===== src/rtl/dmem_ws.sv =====
// ---------------------------------------------------------------------------
// dmem_ws : data memory with a wait-state engine.
//
// Models a slow RAM behind a req/ready handshake. Each access is latched on
// its accept edge and completes WAIT_CYCLES+1 edges later (the accept edge
// counts as the first). Stores commit and loads sample on the edge entering
// DONE. Misaligned word/half accesses are rejected: no array access, rdata=0,
// and misalign pulses together with ready.
//
// Optional build macro: DMEM_WS_B2B_EN
//   defined   : a request seen in DONE is accepted immediately (no bubble)
//   undefined : DONE always returns to IDLE (one bubble cycle per access)
//
// Ports
//   clk      in   1       system clock, rising edge
//   reset    in   1       asynchronous, active-high reset
//   req      in   1       access request, held high until ready
//   we       in   1       1 = store, 0 = load
//   addr     in   ADDR_W  byte address (bits above the index field ignored)
//   wdata    in   32      store data, right-aligned
//   dmtype   in   3       000 word, 001 half s, 010 half u, 011 byte s,
//                         100 byte u, 101..111 word
//   rdata    out  32      registered, extended load result
//   ready    out  1       one-cycle completion pulse
//   misalign out  1       pulses with ready for a rejected access
//   stall    out  1       req & ~ready
//
// The byte lanes live in dmem_ws_lane, one instance per lane. ADDR_W must be
// greater than log2(DEPTH_WORDS)+2.
// ---------------------------------------------------------------------------

// One byte lane of the memory: synchronous write, asynchronous read.
module dmem_ws_lane #(
    parameter int DEPTH = 128,
    parameter int IDX_W = 7
) (
    input  logic             clk,
    input  logic             wr_en,
    input  logic [IDX_W-1:0] idx,
    input  logic [7:0]       wbyte,
    output logic [7:0]       rbyte
);
    logic [7:0] mem [DEPTH];

    always_ff @(posedge clk)
        if (wr_en) mem[idx] <= wbyte;

    assign rbyte = mem[idx];
endmodule

module dmem_ws #(
    parameter int DEPTH_WORDS = 128,
    parameter int ADDR_W      = 32,
    parameter int WAIT_CYCLES = 2
) (
    input  logic              clk,
    input  logic              reset,
    input  logic              req,
    input  logic              we,
    input  logic [ADDR_W-1:0] addr,
    input  logic [31:0]       wdata,
    input  logic [2:0]        dmtype,
    output logic [31:0]       rdata,
    output logic              ready,
    output logic              misalign,
    output logic              stall
);
    localparam int NUM_LANES = 4;
    localparam int IDX_W     = $clog2(DEPTH_WORDS);
    localparam logic [3:0] WAIT_M1 = 4'(WAIT_CYCLES > 0 ? WAIT_CYCLES - 1 : 0);

`ifdef DMEM_WS_B2B_EN
    localparam bit B2B_EN = 1'b1;
`else
    localparam bit B2B_EN = 1'b0;
`endif

    typedef enum logic [1:0] {S_IDLE, S_WAIT, S_DONE} state_t;

    typedef struct packed {
        logic             we;
        logic [IDX_W-1:0] idx;
        logic [1:0]       boff;
        logic [31:0]      wdata;
        logic [2:0]       dmtype;
    } acc_t;

    state_t state, next_state;
    logic [3:0] cnt, cnt_nxt;
    acc_t acc_in, acc_q, cur;
    logic accept, enter_done;

    logic is_half, is_byte, is_word, h_sgn, b_sgn, mis_cur, mis_q;
    logic [NUM_LANES-1:0]      lane_mask, wr_en;
    logic [NUM_LANES-1:0][7:0] wbyte, rbyte;
    logic [31:0] rword, load_val;
    logic [15:0] half_sel;
    logic [7:0]  byte_sel;

    // Address bits above the index field alias and are deliberately dropped.
    logic unused_addr;
    assign unused_addr = ^addr[ADDR_W-1:IDX_W+2];

    assign acc_in = '{we: we, idx: addr[IDX_W+1:2], boff: addr[1:0],
                      wdata: wdata, dmtype: dmtype};

    assign accept = req && (state == S_IDLE || (B2B_EN && state == S_DONE));

    // An access accepted this edge with no wait states completes on the
    // same edge, so it must be served from the live inputs, not acc_q.
    assign cur        = accept ? acc_in : acc_q;
    assign enter_done = (next_state == S_DONE);

    // ---------------- FSM: state register ----------------
    always_ff @(posedge clk or posedge reset) begin
        if (reset) begin
            state <= S_IDLE;
            cnt   <= '0;
            acc_q <= '0;
        end else begin
            state <= next_state;
            cnt   <= cnt_nxt;
            if (accept) acc_q <= acc_in;
        end
    end

    // ---------------- FSM: next state ----------------
    always_comb begin
        next_state = state;
        cnt_nxt    = cnt;
        case (state)
            S_IDLE, S_DONE: begin
                next_state = S_IDLE;
                if (accept) begin
                    if (WAIT_CYCLES > 0) begin
                        next_state = S_WAIT;
                        cnt_nxt    = WAIT_M1;
                    end else begin
                        next_state = S_DONE;
                    end
                end
            end
            S_WAIT: begin
                if (cnt == 4'd0) next_state = S_DONE;
                else             cnt_nxt    = cnt - 4'd1;
            end
            default: next_state = S_IDLE;
        endcase
    end

    // ---------------- FSM: outputs ----------------
    always_comb begin
        ready    = (state == S_DONE);
        misalign = (state == S_DONE) && mis_q;
    end

    assign stall = req & ~ready;

    // ---------------- access decode ----------------
    assign is_half = (cur.dmtype == 3'b001) || (cur.dmtype == 3'b010);
    assign is_byte = (cur.dmtype == 3'b011) || (cur.dmtype == 3'b100);
    assign is_word = ~is_half & ~is_byte;
    assign h_sgn   = (cur.dmtype == 3'b001);
    assign b_sgn   = (cur.dmtype == 3'b011);
    assign mis_cur = (is_word && cur.boff != 2'b00) || (is_half && cur.boff[0]);

    always_comb begin
        lane_mask = '0;
        if (is_word)      lane_mask = '1;
        else if (is_half) lane_mask = cur.boff[1] ? 4'b1100 : 4'b0011;
        else              lane_mask[cur.boff] = 1'b1;
    end

    // ---------------- byte lanes ----------------
    for (genvar l = 0; l < NUM_LANES; l++) begin : g_lane
        // Replicate narrow store data so every enabled lane sees its byte.
        assign wbyte[l] = is_word ? cur.wdata[8*l +: 8]
                        : is_half ? cur.wdata[8*(l%2) +: 8]
                        :           cur.wdata[7:0];

        // Gated by reset so an access in flight is never committed.
        assign wr_en[l] = enter_done & ~reset & cur.we & ~mis_cur & lane_mask[l];

        dmem_ws_lane #(
            .DEPTH (DEPTH_WORDS),
            .IDX_W (IDX_W)
        ) u_lane (
            .clk   (clk),
            .wr_en (wr_en[l]),
            .idx   (cur.idx),
            .wbyte (wbyte[l]),
            .rbyte (rbyte[l])
        );
    end

    // ---------------- load extraction ----------------
    assign rword = rbyte;

    always_comb begin
        half_sel = cur.boff[1] ? rword[31:16] : rword[15:0];
        byte_sel = rbyte[cur.boff];
        if (is_half)
            load_val = h_sgn ? {{16{half_sel[15]}}, half_sel} : {16'h0, half_sel};
        else if (is_byte)
            load_val = b_sgn ? {{24{byte_sel[7]}}, byte_sel} : {24'h0, byte_sel};
        else
            load_val = rword;
    end

    // rdata only changes at a completion; stores leave the last load value.
    always_ff @(posedge clk or posedge reset) begin
        if (reset) begin
            rdata <= '0;
            mis_q <= 1'b0;
        end else if (enter_done) begin
            mis_q <= mis_cur;
            if (mis_cur)      rdata <= '0;
            else if (!cur.we) rdata <= load_val;
        end
    end
endmodule

===== config.mk =====
export PLATFORM = sky130hd
export DESIGN_NAME = dmem_ws
export DESIGN_NICKNAME = d
export VERILOG_FILES = /design/src/rtl/dmem_ws.sv
export SDC_FILE = /design/constraint.sdc
export NUM_CORES = 2
export LEC_CHECK = 0
export CAP_MARGIN = 20
export CORE_UTILIZATION = 45
export DETAILED_ROUTE_END_ITERATION = 7
export DONT_BUFFER_PORTS = 1
export SLEW_MARGIN = 20
export SYNTH_ARGS = -nofsm -noshare
export SYNTH_HDL_FRONTEND = slang
export SYNTH_SLANG_ARGS = --single-unit

===== constraint.sdc =====
create_clock -name clk -period 8.63 [get_ports clk]
set_clock_uncertainty 0.05 [all_clocks]
set_input_delay 0.4315 -clock clk [delete_from_list [all_inputs] [get_ports clk]]
set_output_delay 0.4315 -clock clk [all_outputs]
set_load 0.005 [all_outputs]

Word-level counts from Yosys, hierarchy flattened
Memory sizes are Yosys's and may differ from the RTL's.
Index checks and enable logic that the tools add are counted.
{"block": "word_totals", "n_memories": 4, "input_bits": 71, "elab_cells": 88, "reg_bits": 84, "ram_bits": 4096, "out_inout_bits": 35}
{"memory": "g_lane[0].u_lane.mem", "depth": 128, "word_bits": 8, "rd": 1, "rd_clocked_by_memory_dff": 0, "write_ports": 1, "line_no": "43", "source": "logic [7:0] mem [DEPTH];"}
{"memory": "g_lane[1].u_lane.mem", "depth": 128, "word_bits": 8, "rd": 1, "rd_clocked_by_memory_dff": 0, "write_ports": 1, "line_no": "43"}
{"memory": "g_lane[2].u_lane.mem", "depth": 128, "word_bits": 8, "rd": 1, "rd_clocked_by_memory_dff": 0, "write_ports": 1, "line_no": "43"}
{"memory": "g_lane[3].u_lane.mem", "depth": 128, "word_bits": 8, "rd": 1, "rd_clocked_by_memory_dff": 0, "write_ports": 1, "line_no": "43"}
{"block": "op_classes", "bitwise": 14, "n_mux": 33, "eq_ne": 10, "n_lt_le_gt_ge": 2, "reduce_logical": 15, "addsub": 1}
{"cell": "$mux W32", "n": 6}
{"cell": "$mux W45", "n": 1}
{"cell": "$mux W8", "n": 5}
{"cell": "$mux W4", "n": 5}
{"cell": "$bmux W8 S2", "n": 1}
{"cell": "$mux W16", "n": 1}
{"cell": "$mux W1", "n": 10}
{"cell": "$and A1 B1 Y1", "n": 9}
{"cell": "$pmux W4 S2", "n": 1}
{"cell": "$eq A3 B2 Y1 const B", "n": 2}
{"cell": "$logic_and A1 B1 Y1", "n": 5}
{"cell": "$not A1 Y1", "n": 5}
{"cell": "$eq A2 B2 Y1 const B", "n": 2}
{"cell": "$logic_not A4 Y1", "n": 1}
{"cell": "$ne A2 B2 Y1 const B", "n": 2}
{"cell": "$pmux W2 S2", "n": 1}
{"cell": "$reduce_bool A2 Y1", "n": 2}
{"cell": "$sub A4 B1 Y4 const B", "n": 1}
{"cell": "$eq A3 B1 Y1 const B", "n": 1}
{"cell": "$eq A3 B3 Y1 const B", "n": 1}
{"cell": "$logic_or A1 B1 Y1", "n": 3}
{"cell": "$lt A2 B3 Y1 const B", "n": 1}
{"cell": "$reduce_and A3 Y1", "n": 1}
{"cell": "$demux W1 S2", "n": 1}
{"cell": "other kinds (7)", "n": 7}

Depth between registers and ports, before layout
{"block": "depth", "depth_word": 14, "mapped_depth": 22, "ltp_nobuf": 12}

Cells and area by module
A second synthesis with hierarchy kept.
{"block": "unflattened", "cells_unflattened": 10371, "area_unflattened_um2": 165901.6}
{"mod": "dmem_ws_lane", "area_per_inst_um2": 40273.6, "cells_each": 2467, "seq_area_each_um2": 30749.5, "instances": 4}
{"mod": "dmem_ws", "area_per_inst_um2": 4807.1, "cells_each": 503, "seq_area_each_um2": 2102.0, "instances": 1}

Worst setup path after synthesis
No wires, ideal clock.
{"block": "synth_timing", "kind": "input port to flip-flop", "startpoint": "in req", "endpoint": "mem g_lane[1].u_lane.mem[0][5] (data pin)", "path_buffers": 8, "arrival_ps": 7811, "slack_ps": -470, "setup_ps": 1239, "t_required_ps": 7341, "stages": 12, "path_cell_list": "or3b_4 buf_6 buf_6 buf_6 buf_6 clkbuf_1 buf_2 buf_2 buf_1 mux2i_1 nand2_1 a21boi_0"}
{"block": "synth_between", "elab_chain_cells": 7, "elab_cells_between_ends": 13, "cone_classes": "eq/ne: 4; mux: 3; bitwise: 3; reduce/logical: 3"}
{"item": "from (decl)", "line_no": "58", "source": "input logic req,"}
{"item": "$logic_and A1 B1 Y1 *", "line_no": "107", "source": "assign accept = req && (state == S_IDLE || (B2B_EN && state == S_DONE));"}
{"item": "$mux W45 *", "line_no": "111", "source": "assign cur = accept ? acc_in : acc_q;"}
{"item": "$eq A3 B1 Y1, or another cell as far along", "line_no": "160", "source": "assign is_half = (cur.dmtype == 3'b001) || (cur.dmtype == 3'b010);"}
{"item": "$logic_or A1 B1 Y1 (on tied branches)", "line_no": "160, 161"}
{"item": "$not A1 Y1", "line_no": "162", "source": "assign is_word = ~is_half & ~is_byte;"}
{"item": "$and A1 B1 Y1", "line_no": "162"}
{"item": "$mux W8 *", "line_no": "177", "source": "assign wbyte[l] = is_word ? cur.wdata[8*l +: 8]"}
{"item": "net g_lane[1].u_lane.wbyte[5]", "line_no": "40", "source": "input logic [7:0] wbyte,"}
{"item": "to (decl)", "line_no": "43"}
Mark *: on every way through the listed nets, which the timed path passes. The rest lies on a longest branch.

Worst setup path in the final report
{"block": "layout_timing", "startpoint": "reg state[1]", "endpoint": "reg rdata[25]"}
{"block": "layout_between", "elab_chain_cells": 11, "elab_cells_between_ends": 38, "cone_classes": "eq/ne: 8; mux: 13; bitwise: 3; reduce/logical: 10; memory: 4"}
{"item": "from (decl)", "line_no": "88", "source": "state_t state, next_state;"}
{"item": "from (signal assigned)", "line_no": "121", "source": "state <= next_state;"}
{"item": "$logic_not A2 Y1", "line_no": "107, 131"}
{"item": "$logic_and A1 B1 Y1", "line_no": "107"}
{"item": "$mux W45", "line_no": "111"}
{"item": "$mem_v2 Z128 W8, or another cell as far along"}
{"item": "$bmux W8 S2, or another cell as far along", "line_no": "201", "source": "byte_sel = rbyte[cur.boff];"}
{"item": "$mux W8 (not written as such) or $not A1 Y1 (tied branches)", "line_no": "201, 162"}
{"item": "$mux W32 or $and A1 B1 Y1 (tied branches)", "line_no": "205, 162"}
{"item": "$mux W32 or $logic_and A1 B1 Y1 (tied branches)", "line_no": "204, 165"}
{"item": "$mux W32 or $logic_or A1 B1 Y1 (tied branches)", "line_no": "202, 165"}
{"item": "$mux W32 or $ne A2 B1 Y1 (tied branches)"}
{"item": "$mux W32 or $reduce_and A2 Y1 (tied branches)"}
{"item": "to (signal assigned)", "line_no": "218", "source": "else if (!cur.we) rdata <= load_val;"}
{"item": "to (decl)", "line_no": "63", "source": "output logic [31:0] rdata,"}
Several ways; a longest one is shown, not always the timed one. The select of a mux whose other input is x is not followed.
A chain may end at the register's enable or synchronous reset.

==> impl_metrics.xml <==
<?xml version="1.0" encoding="UTF-8"?>
<metrics>
  <group name="outcome">
    <metric name="run_status" unit="">finished clean</metric>
  </group>
  <group name="layout">
    <metric name="final_area" unit="um^2">181000</metric>
    <metric name="layout.core_utilization" unit="%">51.8</metric>
    <metric name="most-common-layout-cells" unit="">4096 x sky130_fd_sc_hd__edfxtp_1, 1132 x sky130_fd_sc_hd__o22ai_1, 629 x sky130_fd_sc_hd__nor3_1</metric>
    <metric name="fill_cells" unit="">27900</metric>
    <metric name="fin_nets" unit="">9863</metric>
    <metric name="drive_gt1_share" unit="%">15.6</metric>
    <metric name="leading_cell_type_in_the_layout_fill_and_taps_excluded" unit="">sky130_fd_sc_hd__edfxtp_1</metric>
    <metric name="stdcell_count" unit="">14800</metric>
    <metric name="area.growth.synth_to_final" unit="%">14.5</metric>
  </group>
  <group name="floorplan">
    <metric name="die_height" unit="um">595</metric>
    <metric name="floorplan.die.width" unit="um">595</metric>
    <metric name="fp.dieArea" unit="um^2">354000</metric>
    <metric name="core-area" unit="um^2">350000</metric>
    <metric name="initial_standard_cell_utilization_of_the_core" unit="%">45.2</metric>
    <metric name="placement_rows" unit="">217</metric>
    <metric name="ios" unit="">106</metric>
  </group>
  <group name="synthesis">
    <metric name="yosysTopAreaCellShare" unit="%">77.7</metric>
    <metric name="synth_area_per_cell" unit="um^2">16.7</metric>
    <metric name="yosys.cell_types.count" unit="">96</metric>
    <metric name="synth_area_leader_cell" unit="">sky130_fd_sc_hd__edfxtp_1</metric>
    <metric name="synthesis.nets" unit="">9530</metric>
    <metric name="yosys_warnings" unit="">0</metric>
    <metric name="number_of_synthesized_flops_with_an_enable_pin" unit="">4096</metric>
    <metric name="synth.yosys.seq_area_share" unit="%">79.1</metric>
    <metric name="syn-instance-count" unit="">9457</metric>
    <metric name="netlist_area" unit="um^2">158000</metric>
    <metric name="synth.top_cells.by_area" unit="">sky130_fd_sc_hd__edfxtp_1 78%, sky130_fd_sc_hd__o22ai_1 4.5%, sky130_fd_sc_hd__nor3_1 2.5%, sky130_fd_sc_hd__o221ai_1 2.3%, sky130_fd_sc_hd__o22a_1 1.9%</metric>
    <metric name="async_flop_share" unit="%">2.01</metric>
    <metric name="synth-main-ff-cell" unit="">sky130_fd_sc_hd__edfxtp_1</metric>
    <metric name="postSynthRegisterBits" unit="">4180</metric>
  </group>
  <group name="worst_hold_path">
    <metric name="hold_path_depth" unit="">3</metric>
    <metric name="hold_path.class" unit="">primary input to flip-flop</metric>
  </group>
  <group name="sta">
    <metric name="slew_headroom" unit="%">13.0</metric>
    <metric name="layout_setup_ws" unit="ps">1820</metric>
    <metric name="final.period_utilization" unit="%">78.9</metric>
    <metric name="timing.final.hold_violations" unit="">0</metric>
    <metric name="worst-slew-pin-transition" unit="ps">1300</metric>
    <metric name="rsz0062_at_grt" unit="">false</metric>
    <metric name="whs" unit="ps">39.4</metric>
    <metric name="timing.final.max_slew_violations" unit="">0</metric>
    <metric name="fin_setup_tns" unit="ps">0</metric>
    <metric name="count_of_endpoints_failing_setup_in_the_final_report" unit="">0</metric>
    <metric name="final.min_clock_period" unit="ps">6810</metric>
    <metric name="max_freq" unit="GHz">0.147</metric>
  </group>
  <group name="clock_network">
    <metric name="number_of_clock_buffers_inserted_by_tritoncts" unit="">412</metric>
    <metric name="post-cts-setup-buffer-count" unit="">0</metric>
    <metric name="cts-root-buf" unit="">sky130_fd_sc_hd__clkbuf_16</metric>
    <metric name="cts_tree" unit="">yes</metric>
    <metric name="tritoncts_num_sinks" unit="">4180</metric>
    <metric name="clock_pin_slew_on_the_worst_setup_and_hold_paths" unit="ps">70</metric>
    <metric name="clkLatencyLatePin" unit="ps">990</metric>
    <metric name="htree_levels" unit="">5</metric>
    <metric name="clock_tree.buffer_depth" unit="">4</metric>
  </group>
  <group name="pwr">
    <metric name="max-vdd-ir-drop" unit="mV">0.546</metric>
    <metric name="power.sequential.fraction" unit="%">40.2</metric>
    <metric name="internal_power" unit="mW">44.4</metric>
    <metric name="p_switching" unit="mW">28.4</metric>
    <metric name="clock_power_share" unit="%">24.4</metric>
    <metric name="power_leakage" unit="nW">56.1</metric>
    <metric name="power.share.combinational" unit="%">35.4</metric>
    <metric name="p_total" unit="mW">72.8</metric>
    <metric name="cellPowerDensity" unit="nW/um^2">402</metric>
    <metric name="sw_frac_of_total" unit="%">39.0</metric>
  </group>
  <group name="grt">
    <metric name="grt_pass1_wl" unit="mm">713</metric>
    <metric name="global_route_met1_usage" unit="%">38.2</metric>
    <metric name="gr-usage-met3" unit="%">5.83</metric>
    <metric name="busiest_layer" unit="">met2</metric>
    <metric name="grt_start_max_net_pins" unit="">129</metric>
    <metric name="grt.total_usage" unit="%">27.9</metric>
    <metric name="use_met2" unit="%">42.8</metric>
    <metric name="grt_pass1_vias" unit="">95000</metric>
    <metric name="globalRoute.totalOverflow" unit="">0</metric>
    <metric name="antenna_found_initial" unit="">25</metric>
  </group>
  <group name="drt">
    <metric name="ant_nets" unit="">0</metric>
    <metric name="number_of_iterations_in_the_first_detailed_routing_pass" unit="">8</metric>
    <metric name="detail_route.wl_per_cell" unit="um">34.4</metric>
    <metric name="detail_route.drc_violations" unit="">0</metric>
    <metric name="vias" unit="">98100</metric>
    <metric name="drt_wl_total" unit="mm">507</metric>
    <metric name="post_drt_via_cell_ratio" unit="">6.64</metric>
    <metric name="initialDrtViolationCount" unit="">13800</metric>
  </group>
  <group name="placed_design">
    <metric name="io_buffer_count" unit="">0</metric>
    <metric name="placement.cell_area" unit="um^2">167000</metric>
    <metric name="dp.cells" unit="">13900</metric>
    <metric name="routabilityCongestion" unit="">0.880</metric>
    <metric name="dpl_worst_slack" unit="ps">2100</metric>
    <metric name="dp.final_hpwl" unit="mm">305</metric>
  </group>
  <group name="worst_setup_path">
    <metric name="crit_path_start_kind" unit="">flip-flop</metric>
    <metric name="timing.reg2reg.worst_path_depth" unit="">14</metric>
    <metric name="crit_arrival" unit="ps">7610</metric>
    <metric name="critical_path_peak_fanout" unit="">17</metric>
    <metric name="critPathKind" unit="">flip-flop to flip-flop</metric>
    <metric name="critical_path.endpoint_type" unit="">flip-flop</metric>
    <metric name="worst-endpoint-required" unit="ps">9430</metric>
  </group>
  <group name="flow_run">
    <metric name="cap_viol_max_count" unit="">0</metric>
  </group>
</metrics>
[routing by layer]
layer  share of wire (%)  routed length, um
met5               0.040                203
met4                 5.6              28200
met3                  11              56800
met2                  45             230000
met1                  38             192000
[flip-flops by register name, summed over array words and instances, names as in the netlist]
signal	count
g_lane.u_lane.mem	4096
acc_q	45
rdata	32
cnt	4
state	2
mis_q	1
[cells in the mapped netlist (all sizes together) (11+ instances only)]
| master | instances |
|---|---|
| a21oi | 139 |
| o221ai | 407 |
| mux4 | 32 |
| mux2 | 17 |
| nor2 | 311 |
| nor4 | 129 |
| a22oi | 16 |
| nor3 | 807 |
| edfxtp | 4096 |
| a2111oi | 12 |
| a222oi | 12 |
| dfrtp | 84 |
| and2 | 11 |
| inv | 58 |
| a31oi | 35 |
| or3 | 14 |
| nor2b | 30 |
| o31ai | 65 |
| o211a | 33 |
| a211oi | 56 |
| o21ai | 92 |
| mux2i | 141 |
| nor3b | 18 |
| buf | 445 |
| o211ai | 52 |
| nand3 | 52 |
| nand2 | 218 |
| clkbuf | 314 |
| o22a | 349 |
| a221oi | 28 |
| or4 | 39 |
| o311ai | 13 |
| o22ai | 1133 |
| a22o | 18 |
| nand4 | 25 |
[power by group through the flow]
stage                     Clock, mW  Combinational, mW  Sequential (mW)
after floorplan                   0               11.8             30.7
after global placement            0               24.3             29.7
after detailed placement          0               24.9             29.7
after CTS                      17.9               25.0             29.3
after global routing           18.6               26.3             29.3
final                          17.8               25.8             29.3
[repair_timing]
action,4_1_cts,5_1_grt
hold endpoints to repair,124,0
hold buffers,35,0
gates resized for setup,0,0
endpoints found under the setup margin,0,0
[worst paths after layout]
kind	from	endpoint	slack (ps)
max	state[1]$_DFF_PP0_	rdata[25]$_DFFE_PP0P_	1820
min	wdata[4]	acc_q[7]$_DFF_PP0_	40
max reg2reg	state[1]$_DFF_PP0_	rdata[25]$_DFFE_PP0P_	1820
min reg2reg	acc_q[24]$_DFF_PP0_	acc_q[24]$_DFF_PP0_	430
max in group asynchronous	reset	acc_q[37]$_DFF_PP0_	7040
min in group asynchronous	reset	acc_q[15]$_DFF_PP0_	460
[layout make-up]
| type | instances | area [um^2] | share of cell area, % |
|---|---|---|---|
| clock buffer | 519 | 10900 | 6.00 |
| timing repair buffer | 678 | 5680 | 3.14 |
| inverter | 63 | 265 | 0.146 |
| multi-input combinational | 4455 | 31000 | 17.1 |
| clock inverter | 249 | 2380 | 1.31 |
| sequential | 4180 | 125000 | 69.1 |
| antenna | 18 | 45.0 | 0.0249 |
| tap | 4599 | 5750 | 3.18 |
[worst max-delay path, stage by stage (launching register included)]
cell and delay (ps):
sky130_fd_sc_hd__dfrtp_1 610, sky130_fd_sc_hd__or3b_4 520, sky130_fd_sc_hd__mux2i_4 320, sky130_fd_sc_hd__clkinv_1 620, sky130_fd_sc_hd__nand2_1 510, sky130_fd_sc_hd__buf_4 370, sky130_fd_sc_hd__nor2_1 320, sky130_fd_sc_hd__o31ai_1 280
sky130_fd_sc_hd__nor4b_1 760, sky130_fd_sc_hd__nand4_1 560, sky130_fd_sc_hd__buf_4 360, sky130_fd_sc_hd__o211a_1 250, sky130_fd_sc_hd__nor3_4 430, sky130_fd_sc_hd__o21ai_2 350, sky130_fd_sc_hd__o21ai_0 280
[kinds of logic after synthesis]
group,Yosys count,share of synthesized area [%]
XOR/XNOR,4,0.0221
buffers and inverters,822,2.35
AO/OA/AOI/OAI,2562,11.8
multiplexers,190,1.49
flip-flops,4180,79.1
adder cells (fa/ha/maj),2,0.0158
AND/OR/NAND/NOR,1697,5.30
Power figures use the tool's default switching activity.
